<file path="src/rtl/pc_pkg.sv">
// Shared opcode encodings and branch-condition helpers for the PC sequencer.
package pc_pkg;

  localparam int OP_W = 3;

  typedef enum logic [OP_W-1:0] {
    BR_NONE   = 3'b000,
    BR_ALWAYS = 3'b001,
    BR_PL     = 3'b010,
    BR_MI     = 3'b011,
    BR_Z      = 3'b100
  } branch_op_t;

  typedef enum logic [OP_W-1:0] {
    ST_NONE = 3'b000,
    ST_PUSH = 3'b001,
    ST_POP  = 3'b010,
    ST_CALL = 3'b011,
    ST_RET  = 3'b100
  } stack_op_t;

  // Reserved codes decode as "no branch" so the stack opcode still applies.
  function automatic logic is_branch_op(input logic [OP_W-1:0] op);
    return (op == BR_ALWAYS) || (op == BR_PL) || (op == BR_MI) || (op == BR_Z);
  endfunction

  function automatic logic branch_cond(input logic [OP_W-1:0] op,
                                       input logic signed [31:0] v);
    logic r;
    r = 1'b0;
    case (op)
      BR_ALWAYS: r = 1'b1;
      BR_PL:     r = (v > 0);
      BR_MI:     r = (v < 0);
      BR_Z:      r = (v == 0);
      default:   r = 1'b0;
    endcase
    return r;
  endfunction

endpackage

</file>
<file path="src/rtl/pc_ras.sv">
// Return-address stack: circular buffer with a top pointer and saturating count.
// A push on a full stack overwrites the oldest entry.
module pc_ras import pc_pkg::*; #(
  parameter int W     = 32,
  parameter int DEPTH = 8
) (
  input  logic                     i_clk,
  input  logic                     i_rst,
  input  logic                     i_push,
  input  logic                     i_pop,
  input  logic [W-1:0]             i_push_data,
  output logic [W-1:0]             o_top,
  output logic [$clog2(DEPTH):0]   o_count,
  output logic                     o_full,
  output logic                     o_empty
);

  localparam int AW = $clog2(DEPTH);
  localparam int CW = AW + 1;

  logic [W-1:0]  r_mem [DEPTH];
  logic [AW-1:0] r_top_idx;
  logic [CW-1:0] r_count;
  logic [AW-1:0] w_wr_idx;

  assign w_wr_idx = r_top_idx + 1'b1;

  always_ff @(posedge i_clk) begin
    if (i_rst) begin
      r_top_idx <= '0;
      r_count   <= '0;
    end else if (i_push) begin
      r_top_idx <= w_wr_idx;
      if (r_count != CW'(DEPTH))
        r_count <= r_count + 1'b1;
    end else if (i_pop && (r_count != '0)) begin
      r_top_idx <= r_top_idx - 1'b1;
      r_count   <= r_count - 1'b1;
    end
  end

  // Contents are don't-care after reset, so the array carries no reset.
  always_ff @(posedge i_clk) begin
    if (i_push)
      r_mem[w_wr_idx] <= i_push_data;
  end

  assign o_top   = r_mem[r_top_idx];
  assign o_count = r_count;
  assign o_full  = (r_count == CW'(DEPTH));
  assign o_empty = (r_count == '0);

endmodule

</file>
<file path="src/rtl/pc_sequencer.sv">
// Program-counter sequencer with signed branches and an on-chip return-address stack.
// Optional feature macro PC_RAS_EXC_EN: RAS overflow/underflow vectors to EXC_VECTOR and pulses o_exc.
module pc_sequencer import pc_pkg::*; #(
  parameter int              PC_W       = 32,
  parameter int              RAS_DEPTH  = 8,
  parameter logic [PC_W-1:0] RESET_PC   = '0,
  parameter logic [PC_W-1:0] EXC_VECTOR = 'h10
) (
  input  logic                       i_clk,
  input  logic                       i_rst,
  input  logic                       i_step,
  input  logic [OP_W-1:0]            i_branch_op,
  input  logic [OP_W-1:0]            i_stack_op,
  input  logic [PC_W-1:0]            i_target,
  input  logic [31:0]                i_regval,
  input  logic [PC_W-1:0]            i_mem_ret,
  output logic [PC_W-1:0]            o_pc,
  output logic                       o_taken,
  output logic [$clog2(RAS_DEPTH):0] o_ras_count,
  output logic                       o_ras_full,
`ifdef PC_RAS_EXC_EN
  output logic                       o_ras_empty,
  output logic                       o_exc
`else
  output logic                       o_ras_empty
`endif
);

  logic [PC_W-1:0] r_pc;
  logic            r_taken;
  logic [PC_W-1:0] w_pc_inc;
  logic [PC_W-1:0] w_next_pc;
  logic            w_next_taken;
  logic            w_push;
  logic            w_pop;
  logic [PC_W-1:0] w_ras_top;
  logic            w_ras_full;
  logic            w_ras_empty;
`ifdef PC_RAS_EXC_EN
  logic            r_exc;
  logic            w_next_exc;
`endif

  assign w_pc_inc = r_pc + 1'b1;

  // Next-PC selection; branches take priority over stack opcodes.
  always_comb begin
    w_next_pc    = w_pc_inc;
    w_next_taken = 1'b0;
    w_push       = 1'b0;
    w_pop        = 1'b0;
`ifdef PC_RAS_EXC_EN
    w_next_exc   = 1'b0;
`endif
    if (is_branch_op(i_branch_op)) begin
      if (branch_cond(i_branch_op, i_regval)) begin
        w_next_pc    = i_target;
        w_next_taken = 1'b1;
      end
    end else begin
      case (i_stack_op)
        ST_CALL: begin
          w_next_taken = 1'b1;
`ifdef PC_RAS_EXC_EN
          if (w_ras_full) begin
            w_next_pc  = EXC_VECTOR;
            w_next_exc = 1'b1;
          end else begin
            w_push    = 1'b1;
            w_next_pc = i_target;
          end
`else
          w_push    = 1'b1;
          w_next_pc = i_target;
`endif
        end
        ST_RET: begin
          w_next_taken = 1'b1;
          if (!w_ras_empty) begin
            w_pop     = 1'b1;
            w_next_pc = w_ras_top;
          end else begin
`ifdef PC_RAS_EXC_EN
            w_next_pc  = EXC_VECTOR;
            w_next_exc = 1'b1;
`else
            w_next_pc  = i_mem_ret;
`endif
          end
        end
        default: ;
      endcase
    end
  end

  pc_ras #(
    .W     (PC_W),
    .DEPTH (RAS_DEPTH)
  ) u_ras (
    .i_clk       (i_clk),
    .i_rst       (i_rst),
    .i_push      (w_push && i_step),
    .i_pop       (w_pop && i_step),
    .i_push_data (w_pc_inc),
    .o_top       (w_ras_top),
    .o_count     (o_ras_count),
    .o_full      (w_ras_full),
    .o_empty     (w_ras_empty)
  );

  // A held step keeps pc/taken but lets any exception pulse fall.
  always_ff @(posedge i_clk) begin
    if (i_rst) begin
      r_pc    <= RESET_PC;
      r_taken <= 1'b0;
`ifdef PC_RAS_EXC_EN
      r_exc   <= 1'b0;
`endif
    end else if (i_step) begin
      r_pc    <= w_next_pc;
      r_taken <= w_next_taken;
`ifdef PC_RAS_EXC_EN
      r_exc   <= w_next_exc;
`endif
    end else begin
`ifdef PC_RAS_EXC_EN
      r_exc   <= 1'b0;
`endif
    end
  end

  assign o_pc        = r_pc;
  assign o_taken     = r_taken;
  assign o_ras_full  = w_ras_full;
  assign o_ras_empty = w_ras_empty;
`ifdef PC_RAS_EXC_EN
  assign o_exc       = r_exc;
`endif

endmodule

</file>
<file path="config.mk">
export PLATFORM = sky130hd
export DESIGN_NAME = pc_sequencer
export DESIGN_NICKNAME = d
export VERILOG_FILES = /design/src/rtl/pc_pkg.sv /design/src/rtl/pc_ras.sv /design/src/rtl/pc_sequencer.sv
export SDC_FILE = /design/constraint.sdc
export NUM_CORES = 1
export LEC_CHECK = 0
export BUFFER_PORTS_ARGS = -buffer_cell sky130_fd_sc_hd__buf_2
export CORE_ASPECT_RATIO = 0.5
export CORE_MARGIN = 5
export CORE_UTILIZATION = 53
export DETAILED_ROUTE_END_ITERATION = 8
export PLACE_DENSITY = 0.82
export SLEW_MARGIN = 30
export SYNTH_ARGS = -nofsm -noshare
export SYNTH_HDL_FRONTEND = slang
export SYNTH_SLANG_ARGS = --single-unit
</file>
<file path="constraint.sdc">
create_clock -name i_clk -period 4.49 [get_ports i_clk]
set_input_delay 0 -clock i_clk [delete_from_list [all_inputs] [get_ports i_clk]]
set_output_delay 0 -clock i_clk [all_outputs]
set_load 0.01 [all_outputs]
</file>
# ---- Word level (Yosys, flattened, before mapping)
# Memory sizes are Yosys's and may differ from the RTL's. A register that Yosys moved wholly into a read port is not among the register bits.
# Cells that the tools add are included.
dict set report classes {
  reduce_logical 12
  n_addsub 5
  n_eq_ne 9
  magnitude_cmp 2
  mux 23
}
# cell n
set op_table {}
lappend op_table {{2-to-1 mux 32 bit} 3}
lappend op_table {{case mux 32 bit (2 select lines)} 1}
lappend op_table {{adder 32 x 1 -> 32 bit (second input constant)} 1}
lappend op_table {{> comparator 32 x 1 -> 1 bit (second input constant)} 1}
lappend op_table {{zero test 32 bit} 1}
lappend op_table {{< comparator 32 x 1 -> 1 bit (second input constant)} 1}
lappend op_table {{2-to-1 mux 3 bit} 4}
lappend op_table {{2-to-1 mux 4 bit} 3}
lappend op_table {{2-to-1 mux 1 bit} 11}
lappend op_table {{equality test 3 x 2 -> 1 bit (second input constant)} 3}
lappend op_table {{equality test 3 bit (second input constant)} 2}
lappend op_table {{adder 4 x 1 -> 4 bit (second input constant)} 1}
lappend op_table {{equality test 4 bit (second input constant)} 1}
lappend op_table {{zero test 4 bit} 1}
lappend op_table {{!= test 4 bit (second input constant)} 1}
lappend op_table {{case mux 1 bit (4 select lines)} 1}
lappend op_table {{nonzero test 4 bit} 1}
lappend op_table {{subtractor 4 x 1 -> 4 bit (second input constant)} 1}
lappend op_table {{adder 3 x 1 -> 3 bit (second input constant)} 1}
lappend op_table {{equality test 3 x 1 -> 1 bit (second input constant)} 1}
lappend op_table {{logical AND 1 bit} 3}
lappend op_table {{logical OR 1 bit} 3}
lappend op_table {{subtractor 3 x 1 -> 3 bit (second input constant)} 1}
lappend op_table {{!= test 2 bit (second input constant)} 1}
lappend op_table {{3 further kinds} 3}
dict set report totals {
  out_inout_bits 39
  memories 1
  inputBits 105
  ram_bits 256
  elab_cells 56
  regBits 40
}
# name depth word_bits read_ports rd_ports_with_merged_regs write_ports line
set memory_table {}
lappend memory_table {u_ras.r_mem 8 32 1 1 1 pc_ras.sv:21} ;# logic [W-1:0] r_mem [DEPTH];

# ---- Longest topological paths before layout
# Gate-level depths: netlist (run 1).
dict set report depth {
  ltp_word 11
  ltp_mapped 10
  ltp_nobuf 9
}

# ---- By module
# A second synthesis (run 1) with hierarchy kept.
dict set report unflattened {
  cells_unflattened 882
  area_unflattened_um2 13735.7
}
# mod seq_area_each_um2 area_each_um2 cells_each instances
set modules_own_cells {}
lappend modules_own_cells {pc_ras 7887.6 10356.2 438 1}
lappend modules_own_cells {pc_sequencer 660.6 3379.5 444 1}

# ---- Worst setup path after synthesis (run 1)
# No wires, ideal clock.
dict set report synth_path {
  kind {in2reg}
  start {input port i_branch_op[2]}
  end {memory u_ras.r_mem[1][0], enable pin}
  cell_stages 5
  required_ps 3989
  n_path_buf 1
  arrival_ps 4159
  setup_ps 501
  path_slack_ps -171
  path_cell_list {or3_1 buf_2 a211oi_4 inv_2 nor4_1}
}
dict set report synth_between {
  elab_chain_cells 8
  word_cells_on_any_way 11
  cone_classes {4 x eq/ne; 3 x mux; 4 x reduce/logical}
}
# element line
set synth_rtl {}
lappend synth_rtl {{from (decl)} pc_sequencer.sv:12} ;# input logic [OP_W-1:0] i_branch_op,
lappend synth_rtl {{equality test 3 x 1 -> 1 bit or equality test 3 x 2 -> 1 bit (tied branches)} pc_pkg.sv:24} ;# return (op == BR_ALWAYS) || (op == BR_PL) || (op == BR_MI) || (op == BR_Z);
lappend synth_rtl {{logical OR 1 bit (2 in series)} pc_pkg.sv:24}
lappend synth_rtl {{logical OR 1 bit (*)} pc_pkg.sv:24}
lappend synth_rtl {{2-to-1 mux 1 bit (*)} pc_sequencer.sv:55} ;# if (is_branch_op(i_branch_op)) begin
lappend synth_rtl {{logical AND 1 bit (*)} pc_sequencer.sv:102} ;# .i_push (w_push && i_step),
lappend synth_rtl {{2-to-1 mux 1 bit (*)} pc_ras.sv:44} ;# if (i_push)
lappend synth_rtl {{2-to-1 mux 1 bit (not written as such) (*)} pc_ras.sv:45} ;# r_mem[w_wr_idx] <= i_push_data;
lappend synth_rtl {{to (decl)} pc_ras.sv:21}
# Mark *: on every way between the ends. The rest lies on a longest branch, timed or not.

# ---- Final worst setup path (run 1)
dict set report layout_path {
  start {register r_pc[0] (netlist: o_pc[0])}
  end {register r_pc[26] (netlist: o_pc[26])}
}
dict set report layout_between {
  elab_chain_cells 3
  word_cells_on_any_way 4
  cone_classes {1 x add/sub; 3 x mux}
}
# element line
set layout_rtl {}
lappend layout_rtl {{from (decl)} pc_sequencer.sv:29} ;# logic [PC_W-1:0] r_pc;
lappend layout_rtl {{from (signal assigned)} pc_sequencer.sv:120} ;# r_pc <= w_next_pc;
lappend layout_rtl {{adder 32 x 1 -> 32 bit (*)} pc_sequencer.sv:44} ;# assign w_pc_inc = r_pc + 1'b1;
lappend layout_rtl {{named net u_ras.i_push_data[26]} pc_ras.sv:11} ;# input logic [W-1:0] i_push_data,
lappend layout_rtl {{case mux 32 bit (2 select lines) or 2-to-1 mux 32 bit (tied branches)} {pc_sequencer.sv:61, pc_sequencer.sv:56}}
lappend layout_rtl {{2-to-1 mux 32 bit (*)} pc_sequencer.sv:55}
# Mark *: on every way through the listed nets, which the timed path passes. The rest lies on a longest branch.
# A chain may end at the register's enable or synchronous reset.

==> impl_results.rst, run 1 <==
.. list-table::
   :header-rows: 1

   * - Metric
     - Value
   * - Clock root buffer
     - sky130_fd_sc_hd__clkbuf_16
   * - Global-route wire length before repair
     - 56,700 µm
   * - Final worst slack
     - 879 ps
   * - GRT Total Usage
     - 25.8%
   * - Die extent in y
     - 123 µm
   * - Number of global-route vias before repair
     - 9,514
   * - CP Max Fanout
     - 9
   * - Clock Path Buffers
     - 3
   * - Count of unique library cells instantiated by Yosys
     - 74
   * - Number of antenna violations at the first check in global routing
     - 0
   * - Final weighted congestion of routability-driven global placement
     - 0.980
   * - # hold bufs at CTS
     - 46
   * - Vias per Instance
     - 6.69
   * - Synthesized instance count
     - 882
   * - IO Pins
     - 144
   * - Number of instances resized during post-cts repair
     - 0
   * - Share of layout cells above drive strength 1
     - 27.8%
   * - Count of warnings emitted by yosys
     - 0
   * - Setup skew after layout
     - 25.6 ps
   * - Layout overhead on the synthesized area
     - 17.9%
   * - Sequential-to-total area share from yosys stat
     - 63.7%
   * - Synthesized cell area
     - 13,400 µm²
   * - Violation count after the first detailed-route iteration
     - 1,438
   * - Max stage delay on crit path
     - 710 ps
   * - Data required time of the worst path
     - 4950 ps
   * - Pin count of the biggest net entering global routing
     - 50
   * - Final cell count without fillers
     - 1,430
   * - Final period util
     - 80.4%
   * - Total power per unit cell area
     - 360 nW/µm²
   * - Detail-routed net length per standard cell
     - 26.5 µm
   * - TritonCTS Buffers
     - 26
   * - Min cycle time layout
     - 3610 ps
   * - Clock sinks
     - 299
   * - Number of enable flip-flop cells after synthesis
     - 256
   * - Most prevalent standard cell on the critical path
     - sky130_fd_sc_hd__nand3_1
   * - Synth area leaders
     - sky130_fd_sc_hd__edfxtp_1 57%, sky130_fd_sc_hd__mux4_2 11%, sky130_fd_sc_hd__dfxtp_1 6.4%
   * - Register-to-Register Setup Slack
     - 880 ps
   * - Post-synth ARST share
     - 0%
   * - Hold/Removal Path Class
     - in2reg
   * - Final antenna diode count
     - 0
   * - Number of nets produced by synthesis
     - 992
   * - Cell type with the largest total area after synthesis
     - sky130_fd_sc_hd__edfxtp_1
   * - Most frequent cell after synthesis
     - sky130_fd_sc_hd__edfxtp_1
   * - Starting Density
     - 53.6%
   * - HPWL after detailed placement
     - 24,200 µm
   * - Total wire length
     - 37,900 µm
   * - IR Drop Worst-Case VDD
     - 0.000230 V
   * - #FFs+latches synth
     - 299
   * - Cell leakage power
     - 5.39 nW
   * - Clock-pin transition on the worst setup and hold timing paths
     - 70 ps
   * - Setup-violating endpoint count in the final report
     - 0
   * - Area share of the leading cell type in the synthesized netlist
     - 57.3%
   * - Htree depth
     - 1
   * - Max_cap viols
     - 0
   * - Final total negative setup slack
     - 0 ps
   * - Most used DFF post-synth
     - sky130_fd_sc_hd__edfxtp_1
   * - Count of endpoints failing hold in the final timing report
     - 0
   * - Width of the die
     - 235 µm
   * - Clock insertion delay at the later pin of the skew report
     - 530 ps
   * - Worst-case setup slack after placement
     - 1530 ps
   * - Worst setup path category
     - reg2reg
   * - Critical path origin
     - o_pc[0]
   * - Type of element capturing the critical path
     - flop
   * - Worst path slowest cell
     - sky130_fd_sc_hd__xnor2_1
   * - Launching point of the worst reg2reg path
     - o_pc[0]
   * - Max-slew violations
     - 0
   * - Worst endpoint data arrival time
     - 4070 ps
   * - Total congestion overflow after global routing
     - 0
   * - Layout filler cell count
     - 1,754
   * - Kind of launch point of the worst setup path
     - flop
   * - # rows
     - 41
   * - DR vias
     - 9,573
   * - Count of buffers inserted at the top-level ports
     - 143
   * - Max transition margin
     - 26.0%
   * - Final Net Count
     - 1,177
   * - Number of detailed-routing iterations run before antenna repair
     - 6
   * - Remaining routing DRC violations
     - 0
   * - Full die area
     - 28,800 µm²
   * - Post-CTS setup-driven buffer insertion count
     - 0
   * - Area of the core
     - 25,000 µm²
   * - Unrepaired setup endpoints after global routing
     - no
   * - Cell-by-cell trace of the critical path
     - ha_1 > nand3_1 > nor2_1 > nand4_1 > xnor2_1 > nand3_1 > a31oi_1 > dlygate4sd3_1
   * - Launch point of the worst hold path
     - i_mem_ret[3]
   * - Pin slew with the least headroom to its limit
     - 1100 ps
   * - Number of nets with antenna violations after detailed routing
     - 0
   * - Avg Inst Size Synth
     - 15.2 µm²
   * - Clock tree from TritonCTS
     - done
   * - Cell total after placement
     - 1,337
   * - Outcome
     - finished, final reports clean
   * - Highest clock frequency the design can meet
     - 0.277 GHz
   * - List of most frequent post-synthesis cells
     - 256 x sky130_fd_sc_hd__edfxtp_1, 64 x sky130_fd_sc_hd__mux4_2, 46 x sky130_fd_sc_hd__nand3_1
## registers in the layout, indices dropped and copies added (netlist names), named ones only
register,flops
u_ras.r_top_idx,3
o_pc,32
u_ras.r_mem,256
u_ras.o_count,4
o_taken,1
## placed cells by master, fill, tap and decap left out, types with 4 or more instances in the layout
| cell type | n |
|---|---|
| sky130_fd_sc_hd__nor3_1 | 15 |
| sky130_fd_sc_hd__nand4_1 | 12 |
| sky130_fd_sc_hd__xnor2_1 | 24 |
| sky130_fd_sc_hd__a221oi_1 | 8 |
| sky130_fd_sc_hd__dlygate4sd3_1 | 46 |
| sky130_fd_sc_hd__nand3_1 | 46 |
| sky130_fd_sc_hd__a221o_1 | 6 |
| sky130_fd_sc_hd__nor4_1 | 10 |
| sky130_fd_sc_hd__a22oi_1 | 5 |
| sky130_fd_sc_hd__ha_1 | 5 |
| sky130_fd_sc_hd__a211oi_1 | 5 |
| sky130_fd_sc_hd__a21oi_1 | 30 |
| sky130_fd_sc_hd__o22ai_1 | 4 |
| sky130_fd_sc_hd__and4_1 | 4 |
| sky130_fd_sc_hd__inv_1 | 11 |
| sky130_fd_sc_hd__mux2i_1 | 39 |
| sky130_fd_sc_hd__a32oi_1 | 4 |
| sky130_fd_sc_hd__o211ai_1 | 27 |
| sky130_fd_sc_hd__nor3_2 | 4 |
| sky130_fd_sc_hd__o32ai_1 | 7 |
| sky130_fd_sc_hd__edfxtp_1 | 256 |
| sky130_fd_sc_hd__xor2_1 | 11 |
| sky130_fd_sc_hd__clkbuf_16 | 27 |
| sky130_fd_sc_hd__mux4_2 | 64 |
| sky130_fd_sc_hd__buf_2 | 143 |
| sky130_fd_sc_hd__nor2_1 | 33 |
| sky130_fd_sc_hd__dfxtp_1 | 40 |
| sky130_fd_sc_hd__nand2_1 | 42 |
| sky130_fd_sc_hd__and3_1 | 4 |
| sky130_fd_sc_hd__clkinv_2 | 4 |
| sky130_fd_sc_hd__a31oi_1 | 16 |
| sky130_fd_sc_hd__o21ai_0 | 28 |
| sky130_fd_sc_hd__clkbuf_1 | 13 |
| sky130_fd_sc_hd__buf_4 | 21 |
## worst paths after layout
path / to / cells after the start
max: o_pc[26] / 8
min: o_pc[3] / 5
max reg2reg: o_pc[26] / 8
min reg2reg: o_taken / 2
## metrics by stage
step | hold slack [ps] | total power [mW] | cell area, µm² | util (%)
5_1_grt | 63.0 | 5.85 | 15800 | 63.2
3_3_place_gp | 262 | 3.54 | 14500 | 58.1
2_1_floorplan | 138 | 3.38 | 13400 | -
6_report | 29.1 | 5.69 | 15800 | 63.2
3_5_place_dp | 278 | 3.56 | 14600 | 58.2
4_1_cts | 7.25 | 5.66 | 15800 | 63.2
## final cells by class
class	count	area, µm²	area share (%)
flip-flops and latches	299	8560	54.1
multi-input cells	514	4600	29.1
repair buffers	212	1380	8.74
clock buffers	40	724	4.58
well taps	344	430	2.72
clock inverters	7	61.3	0.388
inverters	14	52.6	0.332
## critical path: cells and delay by family, from the launching register on
family,cells,cell delay [ps]
and+or+nand+nor,4,1320
xor gates and xnor gates,1,710
buffers and inverters,1,590
DFF,1,480
adders and majority gates,1,240
AOI/OAI and AO/OA,1,210
## layer usage
layer	global-route usage, %	vias to the layer above	share of wire (%)	routed length [µm]
met5	0	-	0	0
met4	12.8	0	5.9	2250
met3	6.26	191	12	4640
met2	41.0	788	46	17400
met1	33.9	4659	36	13700
li1	-	3935	-	-
## kinds of logic (layout without fill, tap and decap cells)
kind of cell | Yosys count | after routing | synth area share, %
mux | 105 | 105 | 13.8
compound gates | 162 | 162 | 8.59
fa+ha+maj | 5 | 5 | 0.466
flops | 299 | 299 | 63.7
simple gates | 205 | 205 | 8.54
xor+xnor | 37 | 37 | 2.53
buf+inv | 69 | 273 | 2.33
## where the power goes
| part | internal [mW] | switching (mW) |
|---|---|---|
| clock | 1.17 | 0.959 |
| combinational | 0.177 | 0.278 |
| sequential | 3.05 | 0.0545 |
No activity file was read; power rests on OpenSTA's default activity.
==> run 2, diff against run 1 <==
--- a/config.mk
+++ b/config.mk
@@ -5,12 +5,13 @@
 export SDC_FILE = /design/constraint.sdc
 export NUM_CORES = 1
 export LEC_CHECK = 0
+export ABC_AREA = 1
 export BUFFER_PORTS_ARGS = -buffer_cell sky130_fd_sc_hd__buf_2
 export CORE_ASPECT_RATIO = 0.5
 export CORE_MARGIN = 5
-export CORE_UTILIZATION = 53
+export CORE_UTILIZATION = 59
 export DETAILED_ROUTE_END_ITERATION = 8
-export PLACE_DENSITY = 0.82
+export PLACE_DENSITY = 0.86
 export SLEW_MARGIN = 30
 export SYNTH_ARGS = -nofsm -noshare
 export SYNTH_HDL_FRONTEND = slang
==> constraint.sdc (replaced) <==
create_clock -name i_clk -period 3.57 [get_ports i_clk]
set_input_delay 0 -clock i_clk [delete_from_list [all_inputs] [get_ports i_clk]]
set_output_delay 0 -clock i_clk [all_outputs]
set_load 0.01 [all_outputs]
==> run 2 against run 1 <==
Critical path depth increased by 4. Largest cell class unchanged. Setup slack worse by 700 ps. Clock power up 31%. Via count up 34%. Highest routed layer unchanged. Worst hold slack worse by 14 ps. Largest power group unchanged.
==> impl_results.rst, run 2 <==
.. list-table::
   :header-rows: 1

   * - Metric
     - Value
   * - Sequential-to-total area share from yosys stat
     - 59.7% (-4.0 points)
   * - Min cycle time layout
     - 3390 ps (-222 ps)
   * - Worst endpoint data arrival time
     - 3850 ps (-220 ps)
   * - Final antenna diode count
     - 0 (unchanged)
   * - Total congestion overflow after global routing
     - 0 (unchanged)
   * - Total wire length
     - 46,300 µm (+22%)
   * - Post-layout instance area
     - 16,800 µm² (+6.4%)
   * - Cell-by-cell trace of the critical path
     - clkinvlp_4 > buf_4 > o21ai_0 > o22ai_1 > nand2_1 > nand3_1 > a21oi_1 > nand2_1 > dlygate4sd3_1 > inv_1 > a21oi_1 > dlygate4sd3_1
   * - Synthesized instance count
     - 1,584 (+80%)
   * - Number of detailed-routing iterations run before antenna repair
     - 9 (+3)
   * - DR vias
     - 12.9k (+34%)
   * - Clock root buffer
     - sky130_fd_sc_hd__clkbuf_16
   * - Total power per unit cell area
     - 438 nW/µm² (+22%)
   * - Hold/Removal Path Class
     - in2reg
   * - Pin count of the biggest net entering global routing
     - 130 (+160%)
   * - Htree depth
     - 1 (unchanged)
   * - Internal
     - 5.50 mW (+25%)
   * - Count of buffers inserted at the top-level ports
     - 143 (unchanged)
   * - TritonCTS Buffers
     - 27 (+3.8%)
   * - Number of nets with antenna violations after detailed routing
     - 0 (unchanged)
   * - Final total negative setup slack
     - 0 ps (unchanged)
   * - Area of the core
     - 23,900 µm² (-4.4%)
   * - Proportion of power drawn by combinational gates
     - 9.8% (+1.8 points)
   * - Leading cell type in the layout, fill and taps excluded
     - sky130_fd_sc_hd__nand2_1
   * - Most frequent cells in the layout
     - 446 x sky130_fd_sc_hd__nand2_1, 256 x sky130_fd_sc_hd__edfxtp_1, 191 x sky130_fd_sc_hd__nor2_1
   * - Outcome
     - finished, final reports clean
   * - IR Drop Worst-Case VDD
     - 0.000344 V (+49%)
   * - Type of element capturing the critical path
     - flop
   * - #FFs+latches synth
     - 299 (unchanged)
   * - Area share of the leading cell type in the synthesized netlist
     - 53.7% (-3.6 points)
   * - Max transition margin
     - 30.2% (+4.2 points)
   * - Violation count after the first detailed-route iteration
     - 2,377 (+65%)
   * - Final Net Count
     - 1,879 (+60%)
   * - Depth of the most critical reg-to-reg path
     - 12 (+4)
   * - Max-slew violations
     - 0 (unchanged)
   * - List of most frequent post-synthesis cells
     - 446 x sky130_fd_sc_hd__nand2_1, 256 x sky130_fd_sc_hd__edfxtp_1, 198 x sky130_fd_sc_hd__nor2_1
   * - Highest clock frequency the design can meet
     - 0.295 GHz (+6.5%)
   * - GRT Total Usage
     - 32.7% (+6.9 points)
   * - Max stage delay on crit path
     - 600 ps (-110 ps)
   * - Hold Crit Depth
     - 7 (+2)
   * - Synth area leaders
     - sky130_fd_sc_hd__edfxtp_1 54%, sky130_fd_sc_hd__nand2_1 12%, sky130_fd_sc_hd__nand3_1 6.4%
   * - Cell leakage power
     - 6.71 nW (+24%)
   * - Data required time of the worst path
     - 4030 ps (-920 ps)
   * - Post-DP Area
     - 15,400 µm² (+5.7%)
   * - Clock sinks
     - 299 (unchanged)
   * - Count of endpoints failing hold in the final timing report
     - 0 (unchanged)
   * - Cell total after placement
     - 1,997 (+49%)
   * - # rows
     - 40 (-2.4%)
   * - HPWL after detailed placement
     - 29,300 µm (+21%)
   * - Switching power of the nets
     - 1.88 mW (+45%)
   * - Unrepaired setup endpoints after global routing
     - no
   * - Most frequent cell after synthesis
     - sky130_fd_sc_hd__nand2_1
   * - CP Max Fanout
     - 28 (+19)
   * - Full die area
     - 27,700 µm² (-3.9%)
   * - Seq pwr share
     - 52.4% (-2.2 points)
   * - Vias per Instance
     - 6.11 (-8.8%)
   * - Starting Density
     - 59.8% (+6.2 points)
   * - Final Power
     - 7.38 mW (+30%)
   * - Number of global-route vias before repair
     - 12.4k (+30%)
   * - Clock insertion delay at the later pin of the skew report
     - 570 ps (+40 ps)
   * - Detail-routed net length per standard cell
     - 22.0 µm (-17%)
   * - Count of warnings emitted by yosys
     - 0 (unchanged)
   * - Layout overhead on the synthesized area
     - 17.6%
   * - Synthesized cell area
     - 14,300 µm² (+6.7%)
   * - Setup-violating endpoint count in the final report
     - 0 (unchanged)
   * - Post-synth ARST share
     - 0% (unchanged)
   * - Number of nets produced by synthesis
     - 1,694 (+71%)
   * - Max reg flops
     - 256 (unchanged)
   * - Number of enable flip-flop cells after synthesis
     - 256 (unchanged)
   * - Kind of launch point of the worst setup path
     - flop
   * - Final weighted congestion of routability-driven global placement
     - 1.04 (+6.5%)
   * - Max_cap viols
     - 0 (unchanged)
   * - Worst path slowest cell
     - sky130_fd_sc_hd__dlygate4sd3_1
   * - Final cell count without fillers
     - 2,105 (+47%)
   * - Clock-pin transition on the worst setup and hold timing paths
     - 70 ps (about the same)
   * - Number of antenna violations at the first check in global routing
     - 0 (unchanged)
   * - Post-CTS setup-driven buffer insertion count
     - 0 (unchanged)
   * - Die extent in y
     - 120 µm (-1.9%)
   * - Count of unique library cells instantiated by Yosys
     - 39 (-47%)
   * - Switching share of power
     - 25.4% (+2.7 points)
   * - Largest reg by FF count
     - u_ras.r_mem
   * - Avg Inst Size Synth
     - 9.03 µm² (-41%)
   * - Final period util
     - 94.9% (+15 points)
   * - Hold WS
     - 14.7 ps (-14.4 ps)
   * - Setup skew after layout
     - 26.9 ps (+1.27 ps)
   * - Worst setup path category
     - reg2reg
   * - Share of layout cells above drive strength 1
     - 14.2% (-14 points)
   * - Cell type with the largest total area after synthesis
     - sky130_fd_sc_hd__edfxtp_1
   * - IO Pins
     - 144 (unchanged)
   * - Global-route wire length before repair
     - 70,000 µm (+23%)
   * - Most used DFF post-synth
     - sky130_fd_sc_hd__edfxtp_1
   * - Width of the die
     - 230 µm (-2.0%)
   * - Clock power frac
     - 37.8% (+0.4 points)
   * - Remaining routing DRC violations
     - 0 (unchanged)
   * - Clock Path Buffers
     - 3 (unchanged)
   * - Clock tree from TritonCTS
     - done
   * - Pin slew with the least headroom to its limit
     - 1040 ps (-58.6 ps)
[run 2: changes by cell type in the layout (fill, tap and decap cells not counted), sizes merged, moves of 14 or more]
cell    before  now
nor4        16    1
nor2        37  207
mux4        64    0
inv         12  115
o21ai       30  101
xnor2       25    3
mux2i       39    0
nand3       48  185
nand2       42  453
o211ai      27   13
a21oi       31   53
[run 2: per-layer routing]
layer	share of wire, %	GRT usage, %	vias up
met5	0	0	-
met4	3.5	10.8	0
li1	-	-	5703
met3	17	11.5	150
met1	37	45.3	5904
met2	43	48.7	1101
[run 2: timing repair]
| action | 4_1_cts | 5_1_grt |
|---|---|---|
| endpoints found under the hold margin | 34 | 0 |
| endpoints found under the setup margin | 0 | 4 |
| hold buffers | 58 | 0 |
| gates resized for setup | 0 | 2 |
[run 2: logic make-up after synthesis]
family | share of synthesized area, %
buffers and inverters | 5.30
and+or+nand+nor | 25.2
DFF | 59.7
adders and majority gates | 0.437
xor gates and xnor gates | 1.34
AOI/OAI and AO/OA | 7.95
[run 2: path summary, 6_finish.rpt]
check / from / end / slack, ps
setup reg to reg: flop / o_pc[15] / 180
hold / removal: i_mem_ret[22] / o_pc[22] / 10
setup / recovery: flop / o_pc[15] / 180
hold reg to reg: u_ras.o_count[3] / u_ras.o_count[3] / 530
[run 2: per-stage QoR]
step / util (%) / setup WS [ps]
6_report: 70.3 / 181
3_5_place_dp: 64.4 / 1120
2_1_floorplan: - / 66.8
4_1_cts: 70.3 / 22.0
3_3_place_gp: 64.4 / 1090
5_1_grt: 70.3 / 8.39
[run 2: layout make-up]
type / instances / area (µm²)
Inverter: 114 / 433
Clock buffer: 35 / 716
Timing Repair Buffer: 229 / 1550
Tap cell: 315 / 394
Clock inverter: 15 / 111
Multi-Input combinational cell: 1098 / 5070
Sequential cell: 299 / 8550
Fill cell: 1704 / 7100
[run 2: critical path, delay by kind of cell, from the launching register on]
family | cells | cell delay (ps)
AOI/OAI and AO/OA | 4 | 450
buffers and inverters | 5 | 2150
DFF | 1 | 370
and+or+nand+nor | 3 | 320
[run 2: power by group through the flow]
stage | Sequential, mW | Clock (mW) | Combinational [mW]
floorplan | 3.94 | 0 | 0.353
global placement | 3.94 | 0 | 0.619
detailed placement | 3.94 | 0 | 0.628
CTS | 3.87 | 2.76 | 0.688
global route | 3.87 | 2.92 | 0.769
finish | 3.87 | 2.78 | 0.723
==> run 3, diff against run 2 <==
--- a/config.mk
+++ b/config.mk
@@ -9,9 +9,10 @@
 export BUFFER_PORTS_ARGS = -buffer_cell sky130_fd_sc_hd__buf_2
 export CORE_ASPECT_RATIO = 0.5
 export CORE_MARGIN = 5
-export CORE_UTILIZATION = 59
+export CORE_UTILIZATION = 64
 export DETAILED_ROUTE_END_ITERATION = 8
-export PLACE_DENSITY = 0.86
+export HOLD_SLACK_MARGIN = 0.06
+export PLACE_DENSITY = 0.91
 export SLEW_MARGIN = 30
 export SYNTH_ARGS = -nofsm -noshare
 export SYNTH_HDL_FRONTEND = slang
==> constraint.sdc (replaced) <==
create_clock -name i_clk -period 4.2 [get_ports i_clk]
set_input_delay 0 -clock i_clk [delete_from_list [all_inputs] [get_ports i_clk]]
set_output_delay 0 -clock i_clk [all_outputs]
set_load 0.01 [all_outputs]
==> run 3 against run 2 <==
Sequential share of layout area shrank 0.075 points. Non-clock buffer count rose by 5. Global-route usage increased by 4.1 points. Final cell count is 0.57% lower. Clock skew shrank 10 ps. Combinational power decreased by 14%.
==> impl_results.rst, run 3 (same netlist as run 2, synthesis figures left out) <==
.. list-table::
   :header-rows: 1

   * - Metric
     - Value
   * - DR vias
     - 13.3k (+3.5%)
   * - Final total negative setup slack
     - 0 ps (unchanged)
   * - HPWL after detailed placement
     - 30,100 µm (+2.9%)
   * - Starting Density
     - 65.6% (+5.8 points)
   * - Pin count of the biggest net entering global routing
     - 78 (-40%)
   * - Clock Path Buffers
     - 3 (unchanged)
   * - Kind of launch point of the worst setup path
     - flop
   * - Largest reg by FF count
     - u_ras.r_mem
   * - Global-route wire length before repair
     - 72,500 µm (+3.6%)
   * - Data required time of the worst path
     - 4700 ps (+670 ps)
   * - Util after Layout
     - 77.2% (+6.9 points)
   * - Post-CTS setup-driven buffer insertion count
     - 0 (unchanged)
   * - CP Max Fanout
     - 76 (+170%)
   * - Type of element capturing the critical path
     - flop
   * - IR Drop Worst-Case VDD
     - 0.000297 V (-14%)
   * - Worst path slowest cell
     - sky130_fd_sc_hd__buf_4
   * - Final period util
     - 91.1% (-3.8 points)
   * - Most frequent cells in the layout
     - 446 x sky130_fd_sc_hd__nand2_1, 256 x sky130_fd_sc_hd__edfxtp_1, 191 x sky130_fd_sc_hd__nor2_1
   * - Number of antenna violations at the first check in global routing
     - 2 (+2)
   * - Register-to-Register Setup Slack
     - 370 ps (+190 ps)
   * - Number of nets with antenna violations after detailed routing
     - 0 (unchanged)
   * - Final antenna diode count
     - 0 (unchanged)
   * - Count of endpoints failing hold in the final timing report
     - 0 (unchanged)
   * - Clock root buffer
     - sky130_fd_sc_hd__clkbuf_16
   * - Unrepaired setup endpoints after global routing
     - no
   * - Remaining routing DRC violations
     - 0 (unchanged)
   * - Number of global-route vias before repair
     - 12.8k (+3.0%)
   * - Cell leakage power
     - 6.75 nW (+0.66%)
   * - Number of instances resized during post-cts repair
     - 0 (unchanged)
   * - Max stage delay on crit path
     - 760 ps (+160 ps)
   * - TritonCTS Buffers
     - 26 (-3.7%)
   * - # rows
     - 38 (-5.0%)
   * - Area used by multi-input combinational logic
     - 5100 µm² (+0.59%)
   * - Outcome
     - finished, final reports clean
   * - Cell-by-cell trace of the critical path
     - buf_4 > o21ai_0 > o22ai_1 > nand2_1 > nand3_1 > a21oi_1 > nand2_1 > dlygate4sd3_1 > inv_1 > a21oi_1 > dlygate4sd3_1
   * - Worst endpoint data arrival time
     - 4330 ps (+480 ps)
   * - Layout overhead on the synthesized area
     - 17.7%
   * - Layout filler cell count
     - 1,259 (-26%)
   * - Clock tree from TritonCTS
     - done
   * - Clock insertion delay at the later pin of the skew report
     - 550 ps (-20 ps)
   * - IO Pins
     - 144 (unchanged)
   * - Setup skew after layout
     - 16.9 ps (-10.0 ps)
   * - Total wire length
     - 48,000 µm (+3.7%)
   * - Clock-pin transition on the worst setup and hold timing paths
     - 80 ps (about the same)
   * - Violation count after the first detailed-route iteration
     - 2,731 (+15%)
   * - Clock sinks
     - 299 (unchanged)
   * - Total power per unit cell area
     - 374 nW/µm² (-15%)
   * - Detail-routed net length per standard cell
     - 22.9 µm (+4.3%)
   * - Final Net Count
     - 1,883 (+0.21%)
   * - Final weighted congestion of routability-driven global placement
     - 1.03 (-1.4%)
   * - Hold/Removal Path Class
     - in2reg
   * - Number of detailed-routing iterations run before antenna repair
     - 7 (-2)
   * - GRT Total Usage
     - 36.8% (+4.1 points)
   * - Count of buffers inserted at the top-level ports
     - 143 (unchanged)
   * - Leading cell type in the layout, fill and taps excluded
     - sky130_fd_sc_hd__nand2_1
   * - Min cycle time layout
     - 3830 ps (+438 ps)
   * - # hold bufs at CTS
     - 70 (+21%)
   * - Max transition margin
     - 26.0% (-4.3 points)
   * - Area of the core
     - 21,800 µm² (-8.8%)
   * - Worst setup path category
     - reg2reg
   * - Die extent in y
     - 116 µm (-3.7%)
   * - Highest clock frequency the design can meet
     - 0.261 GHz (-11%)
   * - Vias per Instance
     - 6.36 (+4.1%)
   * - Total congestion overflow after global routing
     - 0 (unchanged)
   * - Share of layout cells above drive strength 1
     - 13.9% (-0.36 points)
   * - Width of the die
     - 221 µm (-3.8%)
   * - Setup-violating endpoint count in the final report
     - 0 (unchanged)
   * - Area of all sequential standard cells
     - 8550 µm² (unchanged)
   * - Htree depth
     - 1 (unchanged)
   * - Pin slew with the least headroom to its limit
     - 1110 ps (+63.6 ps)
   * - Max-slew violations
     - 0 (unchanged)
   * - Max reg flops
     - 256 (unchanged)
   * - Full die area
     - 25,600 µm² (-7.3%)
   * - Max_cap viols
     - 0 (unchanged)
==> run 3: metrics by stage <==
step           cells  worst slack (ps)  hold slack [ps]  cell area, µm²  power (mW)
6_report        2093               372             87.5           16800        6.30
5_1_grt         2093               138              163           16800        6.44
4_1_cts         2093               552             64.6           16800        6.22
3_5_place_dp    1975              1440              319           15300        3.87
3_3_place_gp    1975              1520              307           15300        3.86
2_1_floorplan   1584               697              187           14300        3.65
==> run 3: critical path, delay by kind of cell (launching register included) <==
family / cells / cell delay [ps]
compound gates: 4 / 670
flops: 1 / 750
buf+inv: 4 / 1910
simple gates: 3 / 410
==> run 3: area by class of cell <==
class / count / area share (%)
clock buffers: 31 / 3.97
clock inverters: 17 / 0.884
inverters: 114 / 2.55
multi-input cells: 1098 / 30.3
flip-flops and latches: 299 / 50.8
well taps: 300 / 2.23
repair buffers: 234 / 9.34
==> run 3: path summary, 6_finish.rpt <==
| check | from | to | cells past startpoint |
|---|---|---|---|
| hold / removal | i_regval[31] | o_pc[10] | 8 |
| setup reg to reg | flop | o_pc[15] | 11 |
| setup / recovery | flop | o_pc[15] | 11 |
| hold reg to reg | u_ras.o_count[3] | u_ras.o_count[3] | 2 |
==> run 3: report_power, final <==
group	internal [mW]	total [mW]	leakage (nW)	switching, mW
combinational	0.203	0.620	3.69	0.418
clock	1.27	2.38	0.399	1.11
sequential	3.25	3.30	2.66	0.0470
==> run 3: layer usage <==
layer	global-route usage [%]	wire length, µm	vias to the layer above
met2	57.9	20900	1358
met5	0	16	-
met3	12.2	8490	262
met1	49.2	16400	5989
li1	-	-	5701
met4	12.8	2160	4
